### src/rtl/n29_pkg.sv
// n29_pkg: shared widths, FSM state type and helpers for the AN(29)
// correction scheduler.
//   N_LANES : codewords per 4x4 block
//   CW_W    : codeword width
//   Q_W     : message / Barrett quotient width
//   R_W     : Barrett remainder width
//   AN_Q_W  : quotient width seen by the shared AN decoder
package n29_pkg;

  localparam int N_LANES = 16;
  localparam int CW_W    = 14;
  localparam int Q_W     = 10;
  localparam int R_W     = 5;
  localparam int AN_Q_W  = 14;
  localparam int IDX_W   = 4;
  localparam int AN_A    = 29;

  typedef enum logic [1:0] {
    IDLE = 2'd0,
    SCAN = 2'd1,
    DONE = 2'd2
  } state_t;

  // Saturating 16-bit add used by the status counters.
  function automatic logic [15:0] sat_add16(input logic [15:0] a, input logic [15:0] b);
    logic [16:0] sum;
    sum = {1'b0, a} + {1'b0, b};
    return sum[16] ? 16'hFFFF : sum[15:0];
  endfunction

endpackage

### src/rtl/an_decoder_n29.sv
// an_decoder_n29: single arithmetic-error corrector for the AN code A=29.
//   q   : Barrett quotient (zero-extended)
//   r   : Barrett remainder
//   msg : corrected message
// 2 is a primitive root mod 29, so the 28 residues of +/-2^j (j = 0..13)
// are all distinct and every non-zero remainder names exactly one error.
module an_decoder_n29
  import n29_pkg::*;
(
  input  logic [AN_Q_W-1:0] q,
  input  logic [R_W-1:0]    r,
  output logic [Q_W-1:0]    msg
);

  logic [AN_Q_W-1:0] adj;

  // Error +2^j: message = q - floor(2^j/29).
  // Error -2^j: message = q + floor(2^j/29) + 1.
  always_comb begin
    adj = '0;
    for (int j = 0; j < CW_W; j++) begin
      if (r == R_W'((1 << j) % AN_A)) begin
        adj = AN_Q_W'(0) - AN_Q_W'((1 << j) / AN_A);
      end else if (r == R_W'(AN_A - ((1 << j) % AN_A))) begin
        adj = AN_Q_W'((1 << j) / AN_A + 1);
      end
    end
    msg = Q_W'(q + adj);
  end

endmodule

### src/rtl/barrett_n29.sv
// barrett_n29: combinational divide-by-29 of one 14-bit codeword.
//   cw    : input codeword
//   q     : floor(cw / 29)
//   r     : cw mod 29
//   error : remainder non-zero (codeword is not a multiple of 29)
module barrett_n29
  import n29_pkg::*;
(
  input  logic [CW_W-1:0] cw,
  output logic [Q_W-1:0]  q,
  output logic [R_W-1:0]  r,
  output logic            error
);

  // floor(2^16 / 29); the estimate is at most one below the true quotient
  // over the full 14-bit input range, so a single correction step suffices.
  localparam logic [25:0] MU = 26'd2259;

  logic [25:0]     prod;
  logic [Q_W-1:0]  q_est;
  logic [CW_W-1:0] q_times_a;
  logic [CW_W-1:0] rem_est;

  always_comb begin
    prod      = 26'(cw) * MU;
    q_est     = Q_W'(prod >> 16);
    q_times_a = CW_W'(q_est) * CW_W'(AN_A);
    rem_est   = cw - q_times_a;
    if (rem_est >= CW_W'(AN_A)) begin
      q = q_est + Q_W'(1);
      r = R_W'(rem_est - CW_W'(AN_A));
    end else begin
      q = q_est;
      r = R_W'(rem_est);
    end
    error = (r != '0);
  end

endmodule

### src/rtl/n29_lane_pick.sv
// n29_lane_pick: lowest-set-bit priority encoder over the pending mask.
//   req : request mask, one bit per lane
//   idx : index of the lowest set bit (0 when none)
//   any : at least one bit set
module n29_lane_pick
  import n29_pkg::*;
(
  input  logic [N_LANES-1:0] req,
  output logic [IDX_W-1:0]   idx,
  output logic               any
);

  // Scan from the top down so the lowest set bit is the last one written.
  always_comb begin
    idx = '0;
    any = 1'b0;
    for (int i = N_LANES - 1; i >= 0; i--) begin
      if (req[i]) begin
        idx = IDX_W'(i);
        any = 1'b1;
      end
    end
  end

endmodule

### src/rtl/n29_corr_sched.sv
// n29_corr_sched: accepts a 4x4 block of AN(29) codewords, divides all 16
// lanes in parallel, then corrects flagged lanes one per cycle through a
// single shared decoder, lowest lane first, up to MAX_CORR lanes.
//   clk, rst_n          : clock, asynchronous active-low reset
//   in_valid/in_ready   : block input handshake, in_cw = 16 x 14-bit lanes
//   out_valid/out_ready : result handshake
//   out_msg             : 16 x 10-bit messages
//   out_err_map         : lanes whose remainder was non-zero
//   out_uncorr          : flagged lanes left uncorrected by the MAX_CORR cap
//   stat_*              : delivered blocks / corrected lanes / capped blocks
// Macro N29_STAT_EN enables the saturating status counters; without it the
// stat_* ports are tied to zero.
module n29_corr_sched
  import n29_pkg::*;
#(
  parameter int MAX_CORR = 16
) (
  input  logic                     clk,
  input  logic                     rst_n,
  input  logic                     in_valid,
  output logic                     in_ready,
  input  logic [N_LANES*CW_W-1:0]  in_cw,
  output logic                     out_valid,
  input  logic                     out_ready,
  output logic [N_LANES*Q_W-1:0]   out_msg,
  output logic [N_LANES-1:0]       out_err_map,
  output logic                     out_uncorr,
  output logic [15:0]              stat_blocks,
  output logic [15:0]              stat_corr,
  output logic [15:0]              stat_uncorr
);

  localparam int CNT_W = 5;
  localparam logic [CNT_W-1:0] CNT_MAX = CNT_W'(MAX_CORR);

  state_t state_q, state_d;

  logic [Q_W-1:0]     msg_q [N_LANES];
  logic [R_W-1:0]     rem_q [N_LANES];
  logic [N_LANES-1:0] pending_q;
  logic [N_LANES-1:0] err_map_q;
  logic [CNT_W-1:0]   corr_cnt_q;
  logic               uncorr_q;

  logic [Q_W-1:0]     bar_q   [N_LANES];
  logic [R_W-1:0]     bar_r   [N_LANES];
  logic [N_LANES-1:0] bar_err;

  logic [IDX_W-1:0]   sel_idx;
  logic               sel_any;
  logic [AN_Q_W-1:0]  dec_q;
  logic [Q_W-1:0]     dec_msg;
  logic [N_LANES-1:0] pending_next;
  logic [CNT_W-1:0]   cnt_next;

  logic capture;
  logic correct;
  logic finish;

  for (genvar i = 0; i < N_LANES; i++) begin : g_lane
    barrett_n29 u_barrett (
      .cw    (in_cw[i*CW_W +: CW_W]),
      .q     (bar_q[i]),
      .r     (bar_r[i]),
      .error (bar_err[i])
    );
  end

  n29_lane_pick u_pick (
    .req (pending_q),
    .idx (sel_idx),
    .any (sel_any)
  );

  // Uncorrected lanes still hold their raw quotient in the message register,
  // so that register doubles as the decoder's quotient source.
  assign dec_q = AN_Q_W'(msg_q[sel_idx]);

  an_decoder_n29 u_decoder (
    .q   (dec_q),
    .r   (rem_q[sel_idx]),
    .msg (dec_msg)
  );

  assign pending_next = pending_q & ~(N_LANES'(1) << sel_idx);
  assign cnt_next     = corr_cnt_q + CNT_W'(1);

  // State register.
  always_ff @(posedge clk or negedge rst_n) begin
    if (!rst_n) begin
      state_q <= IDLE;
    end else begin
      state_q <= state_d;
    end
  end

  // Next state and datapath strobes. An empty mask on entry to SCAN still
  // spends one cycle there so latency is never below one cycle.
  always_comb begin
    state_d = state_q;
    capture = 1'b0;
    correct = 1'b0;
    finish  = 1'b0;
    case (state_q)
      IDLE: begin
        if (in_valid) begin
          capture = 1'b1;
          state_d = SCAN;
        end
      end
      SCAN: begin
        if (!sel_any) begin
          finish  = 1'b1;
          state_d = DONE;
        end else begin
          correct = 1'b1;
          if ((pending_next == '0) || (cnt_next == CNT_MAX)) begin
            finish  = 1'b1;
            state_d = DONE;
          end
        end
      end
      DONE: begin
        if (out_ready) begin
          state_d = IDLE;
        end
      end
      default: state_d = IDLE;
    endcase
  end

  // Block datapath: capture all lanes, then overwrite one lane per
  // correction. Any pending bit left when SCAN ends marks the block capped.
  always_ff @(posedge clk or negedge rst_n) begin
    if (!rst_n) begin
      for (int i = 0; i < N_LANES; i++) begin
        msg_q[i] <= '0;
        rem_q[i] <= '0;
      end
      pending_q  <= '0;
      err_map_q  <= '0;
      corr_cnt_q <= '0;
      uncorr_q   <= 1'b0;
    end else begin
      if (capture) begin
        for (int i = 0; i < N_LANES; i++) begin
          msg_q[i] <= bar_q[i];
          rem_q[i] <= bar_r[i];
        end
        pending_q  <= bar_err;
        err_map_q  <= bar_err;
        corr_cnt_q <= '0;
        uncorr_q   <= 1'b0;
      end
      if (correct) begin
        msg_q[sel_idx] <= dec_msg;
        pending_q      <= pending_next;
        corr_cnt_q     <= cnt_next;
      end
      if (finish) begin
        uncorr_q <= |pending_next;
      end
    end
  end

  always_comb begin
    out_msg = '0;
    for (int i = 0; i < N_LANES; i++) begin
      out_msg[i*Q_W +: Q_W] = msg_q[i];
    end
  end

  assign in_ready    = (state_q == IDLE);
  assign out_valid   = (state_q == DONE);
  assign out_err_map = err_map_q;
  assign out_uncorr  = uncorr_q;

`ifdef N29_STAT_EN
  logic [15:0] blocks_q;
  logic [15:0] corr_q;
  logic [15:0] unc_q;

  // Counters advance on the delivery handshake; corr_cnt_q still holds k.
  always_ff @(posedge clk or negedge rst_n) begin
    if (!rst_n) begin
      blocks_q <= '0;
      corr_q   <= '0;
      unc_q    <= '0;
    end else if (out_valid && out_ready) begin
      blocks_q <= sat_add16(blocks_q, 16'd1);
      corr_q   <= sat_add16(corr_q, 16'(corr_cnt_q));
      unc_q    <= sat_add16(unc_q, 16'(uncorr_q));
    end
  end

  assign stat_blocks = blocks_q;
  assign stat_corr   = corr_q;
  assign stat_uncorr = unc_q;
`else
  assign stat_blocks = '0;
  assign stat_corr   = '0;
  assign stat_uncorr = '0;
`endif

endmodule
### config.mk
export PLATFORM = sky130hd
export DESIGN_NAME = n29_corr_sched
export DESIGN_NICKNAME = d
export VERILOG_FILES = /design/src/rtl/n29_pkg.sv /design/src/rtl/an_decoder_n29.sv /design/src/rtl/barrett_n29.sv /design/src/rtl/n29_lane_pick.sv /design/src/rtl/n29_corr_sched.sv
export SDC_FILE = /design/constraint.sdc
export NUM_CORES = 2
export LEC_CHECK = 0
export CORE_MARGIN = 4
export CORE_UTILIZATION = 65
export DETAILED_ROUTE_END_ITERATION = 16
export GPL_TIMING_DRIVEN = 0
export PLACE_DENSITY_LB_ADDON = 0.05
export SLEW_MARGIN = 20
export SYNTH_ARGS = -nofsm -noshare
export SYNTH_HDL_FRONTEND = slang
export SYNTH_SLANG_ARGS = --single-unit
export TNS_END_PERCENT = 5
### constraint.sdc
create_clock -name clk -period 14.8 [get_ports clk]
set_clock_uncertainty 0.05 [all_clocks]
set_input_delay 2.96 -clock clk [delete_from_list [all_inputs] [get_ports clk]]
set_output_delay 2.96 -clock clk [all_outputs]
set_load 0.03 [all_outputs]
==> key figures <==
Global routing
  – Number of global-route vias before repair: ~75k
  – Pin count of the biggest net entering global routing: between 90 and 100
  – First-pass GRT wire length: 418 mm
  – Initial antenna violation count: 9
  – GRT Total Usage: 0.391
  – GRT overflow: 0

Detailed routing
  – Post-Route WL: 270 mm
  – Pre-Repair DR Iteration Count: 6
  – DR WL/cell: 22.2 um
  – Routed via count: ~73k
  – DR vias/cell: 5.95
  – Routed Antenna Nets: 0
  – Residual DRC: 0
  – DR iter-0 viols: 5617

STA
  – Fin. Hold Viols: 0
  – Measured slew at the worst slew-check pin: 1.37 ns
  – Minimum clock period: 13.83 ns
  – Unrepaired setup endpoints after global routing: no
  – Min Hold Slack: 0.430 ns
  – Final setup viols: 0
  – Tcrit/Tclk final: 0.934
  – Final WS setup: 0.973 ns
  – Achievable frequency: 0.0723 GHz
  – Slew Limit Fails: 0
  – Worst relative slew slack: 0.0802

Layout
  – Multi-input gate area: approximately 0.07 mm^2
  – Register area: about 0.0070 mm^2
  – Fin area: about 0.094 mm^2
  – Fraction of layout cells with a size suffix above 1: 0.0234
  – Commonest non-fill, non-tap cells in the layout: inv_1, ha_1, fa_1
  – Fillers: 10.1k
  – Nets: 13.6k
  – Most common cell after layout, fill and taps aside: inv_1
  – Area delta synth->final: 9.08%

Place
  – Placement Setup Slack: around 0.50 ns
  – Gpl congestion: ~1.1
  – Dpl cell area: between 0.09 and 0.1 mm^2
  – Port Buf Inserts: 406
  – Detail Placement HPWL: 232 mm

Worst setup path
  – Crit-path slowest cell: clkdlybuf4s50_1
  – R2R cell count: 24
  – Reg2reg setup slack: 5.84 ns
  – CP required: 15.20 ns
  – Crit path DAT: 14.23 ns
  – Startpoint Class: input pin
  – Critical Path End Type: register
  – CP Class: input pin to register
  – CP most frequent cell: fa_1
  – Crit Path Max Fanout: 10
  – Worst path max stage delay: a little over 0.7 ns

Synthesis
  – Post-synthesis adder-cell area fraction: 0.518
  – Synth warnings: 0
  – Synthesized flop and latch total: 280
  – Largest family of logic cells by synthesized area: adder cells
  – Top_reg_cell synth: dfrtp_1
  – Mapped Area: 0.0861 mm^2
  – Compound-cell area share of the yosys netlist: 0.113
  – Synth Area in Simple Gates: 0.113
  – EDFF count, synth: 0
  – Cells after synthesis: 9897
  – Synth Area in XOR/XNOR: 0.0490
  – Sequential cell area fraction in the yosys report: 0.0814
  – Multiplexer share of the synthesized area: 0.0115
  – Ys async rst share: 1.00
  – Synth cell types: 110
  – Synthesized area per cell: 8.70 um^2

Status
  – Outcome: finished, final reports clean

Clock network
  – Longest Clk Path Bufs: 3
  – Total CTS buffers: 31
  – # Post-CTS Setup Buffers: 0
  – Worst-path clk slew: roughly 0.060 ns
  – CTS tree: yes
  – Count of hold-fix buffers inserted at cts: 0
  – CTS H-tree depth: 1
  – Resized cells post-CTS: 0
  – Sink Count: 280
  – CTS Root Cell: clkbuf_16
  – Clk Latency, worst-skew pair: 0.62 ns

Worst hold path
  – Hold path depth: 2
  – Worst min path class: register to register

Die
  – Die ar.: roughly 0.14 mm^2
  – IO Count: between 400 and 500
  – Initial Utilization: 0.655
  – Row count: ~130
  – Vert. Die Dim: 372 um
  – Core Area: 0.131 mm^2
  – Die X: 372 um

Run
  – Max-cap violations: 0
state kept, by name, indices dropped and copies added, names as in the netlist:
signal and count:
out_err_map 16, state_q 2, rem_q 80, pending_q 16
out_uncorr 1, out_msg 160, corr_cnt_q 5
layer usage:
layer	vias up	wire length, um	GRT usage
met2	2955	120000	0.627
met4	12	14200	0.160
met1	35400	108000	0.505
li1	33400	-	-
met3	684	27600	0.102
met5	-	126	0
critical path, delay by kind of cell:
| family | cells | cell delay [ns] |
|---|---|---|
| fa+ha+maj | 10 | 4.14 |
| simple gates | 13 | 3.04 |
| compound gates | 8 | 1.91 |
| buf+inv | 7 | 1.47 |
| xor+xnor | 2 | 0.42 |
| mux | 1 | 0.28 |
worst paths after layout:
check / from / endpoint
min: out_err_map[3] / out_err_map[3]
max: in_cw[176] / out_msg[127]
min reg2reg: out_err_map[3] / out_err_map[3]
max reg2reg: pending_q[15] / out_msg[49]
min in group asynchronous: rst_n / rem_q[44]
max in group asynchronous: rst_n / out_msg[100]
synth_stat cells, types with 17 or more instances:
cell type	instances	area [um^2]
nand3_1	286	1430
a21boi_0	27	203
and3_1	47	294
a211o_1	29	254
o21bai_1	24	180
nor3_1	119	596
o211ai_1	50	375
xor2_1	122	1070
or4_1	18	135
nor3b_1	30	225
o22ai_1	30	188
or3_1	36	225
fa_1	1009	20200
a21oi_1	348	1740
a21o_1	90	676
a211oi_1	53	398
clkbuf_1	132	495
a31oi_1	70	438
mux2_2	17	191
nand2b_1	82	513
nand2_1	622	2330
xnor2_1	360	3150
mux2i_1	78	781
o21ai_0	372	1860
nor4_1	40	250
nor2_1	458	1720
ha_1	1946	24300
o221ai_1	81	709
and2_1	27	169
buf_1	17	63.8
nand4_1	71	444
o2111ai_1	22	193
nor2b_1	82	513
inv_1	2364	8870
buf_4	52	390
o21a_1	66	495
o31ai_1	27	203
dfrtp_1	280	7010
or2_2	24	150
cell type report:
type	instances	area share
Antenna cell	9	0.000240
Buffer	215	0.0111
Clock buffer	44	0.00985
Clock inverter	14	0.00245
Inverter	2366	0.0946
Multi-Input combinational cell	7083	0.739
Sequential cell	280	0.0746
Tap cell	1755	0.0234
Timing Repair Buffer	412	0.0446
through the flow:
stage	utilization	setup TNS, ns	std cells
floorplan	-	0	9944
global placement	0.704	-368.24	12100
detailed placement	0.705	0	12100
CTS	0.714	0	12200
global route	0.714	0	12200
finish	0.714	0	12200
logic make-up (layout without fill, tap and decap cells):
logic type	count (synthesis)	count (layout)
flops	280	280
buf+inv	2581	3051
compound gates	1481	1481
mux	96	96
simple gates	2020	2020
xor+xnor	482	482
fa+ha+maj	2956	2956
other cells	1	57
Power is left out: the tool's default activity adds up to more than one toggle a clock period on the data nets, which glitch-free logic cannot reach.
